--- src/rtl/set_bit_scanner.sv ---
// Set-bit scanner: emits the indices of the set bits of each accepted word, lowest first.
// Optional build macro SET_BIT_SCANNER_FLUSH_EN adds a flush input that aborts the current word.

module trailing_zeros #(
    parameter int WIDTH = 8,
    parameter int CNT_W = $clog2(WIDTH + 1)
) (
    input  logic [WIDTH-1:0] data,
    output logic [CNT_W-1:0] count
);

    // Scanning downward leaves the lowest set bit's index; an all-zero word reports WIDTH.
    always_comb begin
        count = CNT_W'(WIDTH);
        for (int i = WIDTH - 1; i >= 0; i--) begin
            if (data[i]) begin
                count = CNT_W'(i);
            end
        end
    end

endmodule

// state | meaning
// IDLE  | no word held; in_ready high, out_valid low
// SCAN  | residual holds the unreported set bits; one beat presented per cycle
module set_bit_scanner #(
    parameter int DATA_WIDTH = 8,
    localparam int IDX_W = $clog2(DATA_WIDTH + 1)
) (
    input  logic                  clk,
    input  logic                  rst,
`ifdef SET_BIT_SCANNER_FLUSH_EN
    input  logic                  flush,
`endif
    input  logic                  in_valid,
    output logic                  in_ready,
    input  logic [DATA_WIDTH-1:0] in_data,
    output logic                  out_valid,
    input  logic                  out_ready,
    output logic [IDX_W-1:0]      out_index,
    output logic                  out_last,
    output logic                  out_empty
);

    typedef enum logic [0:0] {
        IDLE = 1'b0,
        SCAN = 1'b1
    } state_t;

    state_t                state_q, state_d;
    logic [DATA_WIDTH-1:0] residual_q, residual_d;
    logic                  empty_flag_q, empty_flag_d;

    logic                  flush_w;
    logic [DATA_WIDTH-1:0] residual_lsb_cleared;
    logic                  beat_hs;
    logic                  in_hs;

`ifdef SET_BIT_SCANNER_FLUSH_EN
    assign flush_w = flush;
`else
    assign flush_w = 1'b0;
`endif

    trailing_zeros #(
        .WIDTH (DATA_WIDTH),
        .CNT_W (IDX_W)
    ) u_tz (
        .data  (residual_q),
        .count (out_index)
    );

    assign residual_lsb_cleared = residual_q & (residual_q - DATA_WIDTH'(1));

    // Outputs depend only on registers (plus flush); the out_ready -> in_ready path is deliberate.
    assign out_valid = (state_q == SCAN) && !flush_w;
    assign out_empty = empty_flag_q;
    assign out_last  = empty_flag_q || (residual_lsb_cleared == '0);
    assign beat_hs   = out_valid && out_ready;
    assign in_ready  = !flush_w && ((state_q == IDLE) || (beat_hs && out_last));
    assign in_hs     = in_valid && in_ready;

    always_comb begin
        state_d      = state_q;
        residual_d   = residual_q;
        empty_flag_d = empty_flag_q;

        if (beat_hs) begin
            residual_d = residual_lsb_cleared;
            if (out_last) begin
                state_d = IDLE;
            end
        end

        // A new word overrides the return to IDLE so back-to-back words need no bubble.
        if (in_hs) begin
            residual_d   = in_data;
            empty_flag_d = (in_data == '0);
            state_d      = SCAN;
        end

        if (flush_w) begin
            state_d    = IDLE;
            residual_d = '0;
        end
    end

    always_ff @(posedge clk) begin
        if (rst) begin
            state_q      <= IDLE;
            residual_q   <= '0;
            empty_flag_q <= 1'b0;
        end else begin
            state_q      <= state_d;
            residual_q   <= residual_d;
            empty_flag_q <= empty_flag_d;
        end
    end

endmodule
--- config.mk ---
export PLATFORM = sky130hd
export DESIGN_NAME = set_bit_scanner
export DESIGN_NICKNAME = d
export VERILOG_FILES = /design/src/rtl/set_bit_scanner.sv
export SDC_FILE = /design/constraint.sdc
export NUM_CORES = 1
export LEC_CHECK = 0
export CAP_MARGIN = 5
export CORE_UTILIZATION = 47
export DETAILED_ROUTE_END_ITERATION = 10
export GPL_TIMING_DRIVEN = 0
export PLACE_DENSITY = 0.74
export SYNTH_ARGS = -nofsm -noshare
export SYNTH_HDL_FRONTEND = slang
export SYNTH_HIERARCHICAL = 1
export SYNTH_SLANG_ARGS = --single-unit
--- constraint.sdc ---
create_clock -name clk -period 2.6 [get_ports clk]
set_clock_uncertainty 0.2 [all_clocks]
set_input_delay 0.52 -clock clk [delete_from_list [all_inputs] [get_ports clk]]
set_output_delay 0.52 -clock clk [all_outputs]
set_load 0.01 [all_outputs]
### Word-level counts from Yosys, hierarchy flattened

Index checks and enable logic that the tools add are counted.

* flip-flop bits (word level): 10
* bits of input ports: 12
* output and inout port bits: 8
* logic and storage cells: 29

* add/sub/neg operators: 1
* multiplexer cells: 13
* bitwise logic cells: 2
* reductions and logical operators: 10

Operator list (count)
* $mux 4: 8
* $logic_not 8->1: 2
* $mux 8: 2
* $and 8x8->8: 1
* $sub 8x1->8 const B: 1
* $reduce_bool 2->1: 2
* $logic_and 1x1->1: 3
* $mux 1: 3
* $logic_or 1x1->1: 2
* $reduce_and 2->1: 1
* $not 1->1: 1

### Longest topological paths before layout

Gate-level depths: netlist (run 1).

* word-level depth: 9
* depth in mapped cells: 6
* depth with buffers taken out: 4

### Cells and area by module

Netlist (run 1), hierarchy kept.

By module, submodules not included
* set_bit_scanner: times used 1, cells an instance 81, area each 691.9 um2, seq. area each 200.2 um2
* trailing_zeros: times used 1, cells an instance 14, area each 86.3 um2, seq. area each 0.0 um2

### Least setup slack after synthesis (run 1)

OpenSTA, ideal clock, no wires.

* path type: register -> output
* from: reg residual_q[2]
* to: out in_ready
* arrival time: 1.387 ns
* data required time: 1.880 ns
* slack: 0.493 ns
* cell stages (with the launch flop): 5
* path buffers: 0
* cells stage by stage: dfxtp_1 -> or4_1 -> a21oi_1 -> or3_1 -> a21bo_2

* longest elaborated chain between the ends: 6

Ends and longest elaborated chain
* start, declared: line 52 `logic [DATA_WIDTH-1:0] residual_q, residual_d;`
* start signal, assigned: line 116 `residual_q <= residual_d;`
* $sub 8x1->8: line 74 `assign residual_lsb_cleared = residual_q & (residual_q - DATA_WIDTH'(1));`
* $and 8x8->8 *: line 74
* $logic_not 8->1 *: line 79 `assign out_last = empty_flag_q || (residual_lsb_cleared == '0);`
* $logic_or 1x1->1 *: line 79
* named net out_last: line 42 `output logic out_last,`
* $logic_and 1x1->1 *: line 81 `assign in_ready = !flush_w && ((state_q == IDLE) || (beat_hs && out_last));`
* $logic_or 1x1->1 *: line 81
* end, declared: line 37 `output logic in_ready,`

Mark *: on every way through the listed nets, which the timed path passes. The rest lies on a longest branch.

### Worst setup path after layout (run 1)

* from: reg residual_q[0]
* to: out out_last

* longest elaborated chain between the ends: 4

Ends and longest elaborated chain (line)
* $sub 8x1->8: 74
* $and 8x8->8 *: 74
* $logic_not 8->1 *: 79
* $logic_or 1x1->1 *: 79
* end, declared: 42

Every way passes the cells marked *; elsewhere a longest branch is shown, timed or not.

==> results of run 1 <==
## worst max-delay path: stages (launching register included)
cell and delay [ns]:
dfxtp_2 0.34, buf_6 0.13, or4_4 0.48, a21oi_1 0.15, or3_4 0.15, dlygate4sd2_1 0.26
## cell families after synthesis
family	count (synthesis)
buffers and inverters	7
multiplexers	1
AO/OA/AOI/OAI	37
AND/OR/NAND/NOR	40
flip-flops	10
## cells in the mapped netlist (2+ instances only)
library cell / instances / area share
nand2_1: 5 / 0.024
inv_1: 3 / 0.014
a211oi_2: 2 / 0.032
dfxtp_1: 10 / 0.26
or4_1: 2 / 0.019
a21bo_2: 2 / 0.026
or3_1: 2 / 0.016
o21ai_0: 3 / 0.019
nand3b_1: 2 / 0.019
nand2b_1: 10 / 0.080
nor2_1: 7 / 0.034
clkbuf_1: 2 / 0.0096
a211o_2: 2 / 0.026
nor2b_1: 2 / 0.016
o32ai_1: 6 / 0.068
nor4_1: 3 / 0.024
buf_6: 2 / 0.029
a21oi_1: 11 / 0.071
a211o_1: 2 / 0.023
## layer usage
layer,up-vias,global-route usage,part of all wire
li1,416,-,-
met1,370,0.342,0.48
met2,22,0.345,0.47
met3,5,0.0383,0.036
met4,0,0.0938,0.018
met5,-,0,0
## timing repair
item | in CTS | in global routing
endpoints found under the setup margin | 2 | 1
hold endpoints to repair | 0 | 0
gates resized for setup | 7 | 3
setup buffers | 0 | 0
## how the worst max path moves through the flow
stage	cells past startpoint	slack [ns]	endpoint	from
final	5	0.09	out_last	residual_q[0]$_SDFFE_PP0P_
after global routing	5	0.03	out_last	residual_q[0]$_SDFFE_PP0P_
after CTS	6	0.005	in_ready	residual_q[0]$_SDFFE_PP0P_
after detailed placement	5	-0.05	in_ready	residual_q[2]$_SDFFE_PP0P_
after global placement	5	-0.05	in_ready	residual_q[2]$_SDFFE_PP0P_
after floorplan	4	0.49	in_ready	residual_q[2]$_SDFFE_PP0P_
## per-stage QoR
step | worst slack (ns) | setup TNS [ns] | hold slack (ns) | utilization | instances
global placement | -0.0465 | -0.0465 | 0.316 | 0.642 | 129
CTS | 0.00480 | 0 | 0.335 | 0.662 | 132
global route | 0.0299 | 0 | 0.360 | 0.662 | 132
floorplan | 0.493 | 0 | 0.315 | - | 95
finish | 0.0901 | 0 | 0.328 | 0.662 | 132
detailed placement | -0.0477 | -0.0477 | 0.317 | 0.642 | 129
## power groups by stage
stage,Sequential (mW),Combinational [mW],Clock [mW]
floorplan,0.193,0.159,0
global placement,0.201,0.240,0
detailed placement,0.201,0.244,0
CTS,0.199,0.245,0.108
global route,0.203,0.273,0.117
finish,0.200,0.246,0.107
## layout make-up
type,instances,share of cell area
plain buffers,4,0.0298
inverters,3,0.0112
clock buffers,3,0.0223
well taps,16,0.0199
repair buffers,18,0.172
flip-flops and latches,10,0.203
multi-input cells,78,0.541
## flip-flops by register name, indices dropped and copies added (netlist names)
name,count
residual_q,8
out_empty,1
out_valid,1
==> reports/results.txt, run 1 <==
estimated wirelength of the detail-placed design = 1390 µm
Layout fillers = 140
reg2reg end = residual_q[7]$_SDFFE_PP0P_
Logic pwr share = 0.445
largest net degree at the start of global routing = 11
largest family of logic cells by synthesized area = compound AO/OA/AOI/OAI gates
Net Switching = 0.193 mW
CTS root buffer = clkbuf_4
sequential share of the synthesized area = 0.257
hold buffers post-CTS = 0
Pre-Repair DR Iteration Count = 4
vias post-DR = 813
vias per cell = 6.16
fmax = 398 MHz
mapped cell area = 778 µm²
status = complete, no violations
part of the power in the clock network = 0.193
Hold Path Cell Cnt = 2
relative slew slack = 0.603
R2R depth = 6
die area = 1820 µm²
Rows = 14
final wirelength = 1840 µm
Num Clock Sinks = 10
Hold Path Sink = out_empty$_SDFFE_PP0P_
Mapped Cells = 95
worst-path maximum fanout = 9
drt initial violations = 32
Synth-to-Final Area Change = 29.6%
H-tree depth = 1
initial antenna violation count = 0
minimum clock period = 2.51 ns
total internal power = 0.360 mW
asr flop ratio synth = 0
mux contribution to synthesized area = 0.0129
RD Place Congestion = 0.857
Antenna Nets Post-Route = 0
Worst R2R Setup Slack = 0.67 ns
first-pass GRT wire length = 3330 µm
Max Cap Violations = 0
final setup vio count = 0
EDFF count, synth = 0
PwrDens = 548 nW/µm²
CP endpoint kind = primary output
fin area = 1010 µm²
Main synth FF type = dfxtp_1
syn nets = 107
Reg clk slew, reported paths = 0.07 ns
DRC = 0
overflow left after global routing = 0
HP Class = reg2reg
Synth Area in Simple Gates = 0.304
worst skew pair latency = 0.27 ns
Avg Synthesized Cell Area = 8.19 µm²
Final Cycle Share = 0.965
hold_sp = out_empty$_SDFFE_PP0P_
leakage power = 0.381 nW
proportion of layout cells with a drive suffix above 1 = 0.198
Max Root-Sink Buffers = 2
R2R Path Start = residual_q[0]$_SDFFE_PP0P_
die height = 42.7 µm
most frequent cells in the layout = clkdlybuf4s50_1, a21oi_1, nand2b_1, nor2_1
Core Footprint = 1520 µm²
die width = 42.7 µm
switching part of the total = 0.349
footprint of the multi-input gates = 546 µm²
Placed Area = 978 µm²
commonest non-fill, non-tap cell in the layout = clkdlybuf4s50_1
Seq pwr share = 0.362
antenna cell count = 0
GRT Util Overall = 0.236
CTS Buf Count = 3
kind of critical path = reg2out
worst-margin pin slew = 0.592 ns
WP data required = 1.88 ns
worst vdd ir = 0.358 mV
CTS tree = built
post-synthesis adder-cell area fraction = 0
final hold vios = 0
Arr. time, crit path = 1.79 ns
vias in the first global route = 750
Slew Viols, Final = 0
Netlist cell types = 36
WL/cell = 14.0 µm
flops & latches, synth = 10
storage element area = 205 µm²
Compound-Gate Fraction of Synth Area = 0.373
CP Launch Type = flip-flop
# nets final = 130
effective utilization at floorplan = 0.511
xor/xnor cell area share of the yosys netlist = 0
Design Power = 0.553 mW
Synth Warn # = 6
I/O Pins = 20
Buffers on Ports = 18
RSZ-0062 raised after global routing = no
Note: power is estimated with default switching activity, not from simulation.
==> run 2, diff against run 1 <==
--- a/config.mk
+++ b/config.mk
@@ -6,9 +6,11 @@
 export NUM_CORES = 1
 export LEC_CHECK = 0
 export CAP_MARGIN = 5
+export CORE_ASPECT_RATIO = 1.2
 export CORE_UTILIZATION = 47
 export DETAILED_ROUTE_END_ITERATION = 10
 export GPL_TIMING_DRIVEN = 0
+export MAX_ROUTING_LAYER = met4
 export PLACE_DENSITY = 0.74
 export SYNTH_ARGS = -nofsm -noshare
 export SYNTH_HDL_FRONTEND = slang
==> run 2 against run 1 <==
  * Hold slack lost 0.00074 ns
  * Routed wire length grew 8.7%
  * Critical endpoint is now in_ready
  * Global-route usage grew 3.0 points
  * Non-clock buffer count is the same
  * First-iteration DRC count shrank 56%
  * Critical path depth is the same
  * Via count grew 3.9%
  * Fmax shrank 0.87%
  * Clock-buffer cell count is the same
==> reports/results.txt, run 2 (synthesis results as in run 1) <==
vias post-DR = 845
commonest non-fill, non-tap cell in the layout = clkdlybuf4s50_1
die height = 46.6 µm
GRT Util Overall = 0.267
# nets final = 130
Rows = 15
vias per cell = 6.35
initial antenna violation count = 0
met2 usage in global routing = 0.420
most used routing layer = met2
minimum clock period = 2.53 ns
DRC = 0
Max Root-Sink Buffers = 2
Buffers on Ports = 18
Logic pwr share = 0.455
fmax = 395 MHz
most frequent cells in the layout = clkdlybuf4s50_1, nand2b_1, a21oi_1, dfxtp_2, nor2_1
pre-CTS WS = -0.0853 ns
RSZ-0062 raised after global routing = no
final setup vio count = 0
most flop-heavy register = residual_q
Max Cap Violations = 0
relative slew slack = 0.602
estimated wirelength of the detail-placed design = 1460 µm
first-pass GRT wire length = 3280 µm
HP Class = reg2reg
Design Power = 0.564 mW
overflow left after global routing = 0
final wirelength = 2000 µm
Arr. time, crit path = 1.81 ns
worst-path maximum fanout = 10
Seq pwr share = 0.359
drt initial violations = 14
effective utilization at floorplan = 0.525
I/O Pins = 20
total internal power = 0.365 mW
Largest register FFs = 8
Final Cycle Share = 0.974
Post-CTS Setup Repair Bufs = 0
leakage power = 0.384 nW
CTS root buffer = clkbuf_4
Slew Viols, Final = 0
met1 Track Usage GR = 0.316
CTS Buf Count = 3
Synth-to-Final Area Change = 32.2%
proportion of layout cells with a drive suffix above 1 = 0.250
antenna cell count = 0
switching part of the total = 0.354
Core Footprint = 1480 µm²
die width = 39.1 µm
CP Launch Type = flip-flop
die area = 1820 µm²
CP endpoint kind = primary output
vias in the first global route = 791
PwrDens = 549 nW/µm²
worst skew pair latency = 0.27 ns
Pre-Repair DR Iteration Count = 4
slack of the critical path = 0.0680 ns
kind of critical path = reg2out
final hold vios = 0
Net Switching = 0.200 mW
status = complete, no violations
largest net degree at the start of global routing = 11
Reg clk slew, reported paths = 0.06 ns
WP data required = 1.88 ns
worst-margin pin slew = 0.593 ns
WL/cell = 15.1 µm
RD Place Congestion = 0.865
CTS tree = built
Antenna Nets Post-Route = 0
Final TNS setup = 0 ns
part of the power in the clock network = 0.186
worst vdd ir = 0.283 mV
grt met3 use = 0.0386
H-tree depth = 1
Num Clock Sinks = 10
## run 2: cell count changes in the layout (fill, tap and decap cells not counted), sizes merged
cell           change
clkdlybuf4s15      +1
clkbuf             -1
## run 2: worst paths after layout
kind | startpoint | endpoint | slack, ns | cells past startpoint
worst min-delay path | out_empty$_SDFFE_PP0P_ | out_empty$_SDFFE_PP0P_ | 0.33 | 2
worst max register to register | residual_q[2]$_SDFFE_PP0P_ | residual_q[5]$_SDFFE_PP0P_ | 0.63 | 5
worst min register to register | out_empty$_SDFFE_PP0P_ | out_empty$_SDFFE_PP0P_ | 0.33 | 2
worst max-delay path | residual_q[2]$_SDFFE_PP0P_ | in_ready | 0.07 | 5
## run 2: per-stage QoR
step	hold WS, ns	util	area (µm²)	std cells
global route	0.368	0.694	1030	133
global placement	0.314	0.661	980	130
floorplan	0.315	-	778	95
CTS	0.333	0.681	1010	133
finish	0.327	0.694	1030	133
detailed placement	0.315	0.661	980	130
## run 2: layout make-up
cell class	instances	area, µm²
Inverter	3	11.3
Clock buffer	3	22.5
Buffer	4	30.0
Multi-Input combinational cell	78	553
Tap cell	17	21.3
Fill cell	129	454
Timing Repair Buffer	18	180
Sequential cell	10	210
## run 2: what timing repair did
action | 4_1_cts | 5_1_grt
pin swaps | 0 | 2
gates resized for setup | 7 | 9
setup endpoints to repair | 2 | 1
hold buffers | 0 | 0
## run 2: power by group through the flow
stage	registers (mW)	logic [mW]	clock network, mW
floorplan	0.193	0.159	0
global placement	0.200	0.240	0
detailed placement	0.202	0.245	0
CTS	0.199	0.247	0.104
global route	0.206	0.280	0.112
finish	0.202	0.257	0.105
## run 2: worst max-delay path, stage by stage (launching register included)
cell,delay (ns)
dfxtp_2,0.38
or4_4,0.56
a21oi_2,0.13
or3_4,0.14
a21bo_2,0.12
clkdlybuf4s15_2,0.21
## run 2: metal layers
metal / wire [µm] / vias to the layer above
met5: 0 / -
met4: 52 / 0
met3: 87 / 9
met2: 972 / 37
met1: 891 / 389
li1: - / 410
==> run 3, diff against run 2 <==
--- a/config.mk
+++ b/config.mk
@@ -7,11 +7,12 @@
 export LEC_CHECK = 0
 export CAP_MARGIN = 5
 export CORE_ASPECT_RATIO = 1.2
-export CORE_UTILIZATION = 47
+export CORE_UTILIZATION = 50
+export CTS_BUF_LIST = sky130_fd_sc_hd__clkbuf_4
 export DETAILED_ROUTE_END_ITERATION = 10
 export GPL_TIMING_DRIVEN = 0
 export MAX_ROUTING_LAYER = met4
-export PLACE_DENSITY = 0.74
+export PLACE_DENSITY = 0.78
 export SYNTH_ARGS = -nofsm -noshare
 export SYNTH_HDL_FRONTEND = slang
 export SYNTH_HIERARCHICAL = 1
==> run 3 against run 2 <==
  * Critical path depth unchanged
  * Combinational power down 4%
  * Core utilization rose by 0.42 points
  * Hold slack better by 0.051 ns
  * Fmax rose by 1.5%
  * Largest cell class unchanged
  * Worst setup slack improved by 0.037 ns
  * Routed wire length shrank 4.6%
  * Flip-flop and latch count unchanged
  * Clock-buffer cell count unchanged
==> reports/results.txt, run 3 (synthesis results as in run 1) <==
RD Place Congestion = 0.844
R2R depth = 6
PwrDens = 550 nW/µm²
I/O Pins = 20
Rows = 15
Logic pwr share = 0.446
Arr. time, crit path = 1.77 ns
Pre-Repair DR Iteration Count = 4
status = complete, no violations
most flop-heavy register = residual_q
estimated wirelength of the detail-placed design = 1410 µm
switching part of the total = 0.353
hold buffers post-CTS = 0
commonest non-fill, non-tap cell in the layout = clkdlybuf4s50_1
relative slew slack = 0.584
vias in the first global route = 693
final core utilization = 0.698
Worst R2R Setup Slack = 0.64 ns
CP Launch Type = flip-flop
worst-path maximum fanout = 9
minimum clock period = 2.49 ns
WL/cell = 14.4 µm
die area = 1720 µm²
HP Class = reg2reg
largest net degree at the start of global routing = 11
Non-Filler Instances = 133
worst-margin pin slew = 0.620 ns
CTS Buf Count = 3
leakage power = 0.381 nW
Worst Setup EP = out_last
H-tree depth = 1
grt met3 use = 0.0296
Slew Viols, Final = 0
most used routing layer = met2
Core Footprint = 1450 µm²
Num Clock Sinks = 10
most frequent cells in the layout = clkdlybuf4s50_1, a21oi_1, nand2b_1, nor2_1, dfxtp_1
WHS = 0.378 ns
Final TNS setup = 0 ns
Reg clk slew, reported paths = 0.07 ns
slack of the critical path = 0.105 ns
first-pass GRT wire length = 3060 µm
Final Cycle Share = 0.959
final setup vio count = 0
antenna cell count = 0
final wirelength = 1910 µm
Post-CTS Setup Repair Bufs = 0
Synth-to-Final Area Change = 29.6%
vias per cell = 5.98
drt initial violations = 9
Design Power = 0.555 mW
Largest register FFs = 8
pre-CTS WS = -0.0376 ns
fin area = 1010 µm²
worst vdd ir = 0.358 mV
RSZ-0062 raised after global routing = no
R2R Path Start = residual_q[0]$_SDFFE_PP0P_
worst skew pair latency = 0.27 ns
# nets final = 130
effective utilization at floorplan = 0.539
Antenna Nets Post-Route = 0
Buffers on Ports = 18
Critical path origin = residual_q[0]$_SDFFE_PP0P_
part of the power in the clock network = 0.194
met2 usage in global routing = 0.403
Net Switching = 0.196 mW
total internal power = 0.359 mW
Max Root-Sink Buffers = 2
reg2reg end = residual_q[4]$_SDFFE_PP0P_
WP data required = 1.88 ns
Seq pwr share = 0.360
kind of critical path = reg2out
vias post-DR = 795
DRC = 0
initial antenna violation count = 0
CP endpoint kind = primary output
die width = 38.0 µm
met1 Track Usage GR = 0.337
GRT Util Overall = 0.262
Placed Area = 980 µm²
CTS tree = built
fmax = 401 MHz
die height = 45.2 µm
final hold vios = 0
Max Cap Violations = 0
Placed Cells = 130
overflow left after global routing = 0
CTS root buffer = clkbuf_4
proportion of layout cells with a drive suffix above 1 = 0.190
==> run 3: changes by cell type in the layout (fill, tap and decap cells not counted) <==
cell and change:
dfxtp_2 -5, a21oi_1 +2, clkbuf_2 +1, dfxtp_1 +5, a21oi_2 -2, clkdlybuf4s15_2 -1
==> run 3: cell type report <==
type / count / area [µm²]
tap: 17 / 21.3
inverter: 3 / 11.3
fill: 121 / 437
sequential: 10 / 204
timing repair buffer: 18 / 174
clock buffer: 3 / 22.5
multi-input combinational: 78 / 546
buffer: 4 / 30.0
==> run 3: layer usage <==
metal	wire (µm)	share of wire
met1	884	0.46
met2	920	0.48
met3	71	0.037
met4	34	0.018
met5	0	0
==> run 3: power by group through the flow <==
stage	Clock [mW]	Combinational (mW)	Sequential, mW
5_1_grt	0.115	0.269	0.203
3_5_place_dp	0	0.244	0.201
4_1_cts	0.108	0.245	0.198
6_report	0.108	0.247	0.200
2_1_floorplan	0	0.159	0.193
3_3_place_gp	0	0.240	0.200
==> run 3: worst min path at each step <==
stage / depth (start not counted) / start / end
finish: 2 / residual_q[4]$_SDFFE_PP0P_ / residual_q[4]$_SDFFE_PP0P_
global route: 2 / residual_q[4]$_SDFFE_PP0P_ / residual_q[4]$_SDFFE_PP0P_
CTS: 2 / residual_q[7]$_SDFFE_PP0P_ / residual_q[7]$_SDFFE_PP0P_
detailed placement: 2 / out_empty$_SDFFE_PP0P_ / out_empty$_SDFFE_PP0P_
global placement: 2 / out_empty$_SDFFE_PP0P_ / out_empty$_SDFFE_PP0P_
floorplan: 2 / out_empty$_SDFFE_PP0P_ / out_empty$_SDFFE_PP0P_
==> run 3: critical path, stage by stage, from the launching register on <==
cell	delay (ns)
dfxtp_2	0.34
buf_6	0.14
or4_4	0.48
a21oi_1	0.14
or3_4	0.15
dlygate4sd2_1	0.26
==> run 3: repair_timing <==
action	CTS	global route
pin swaps	1	0
gates resized for setup	7	2
endpoints found under the setup margin	2	1
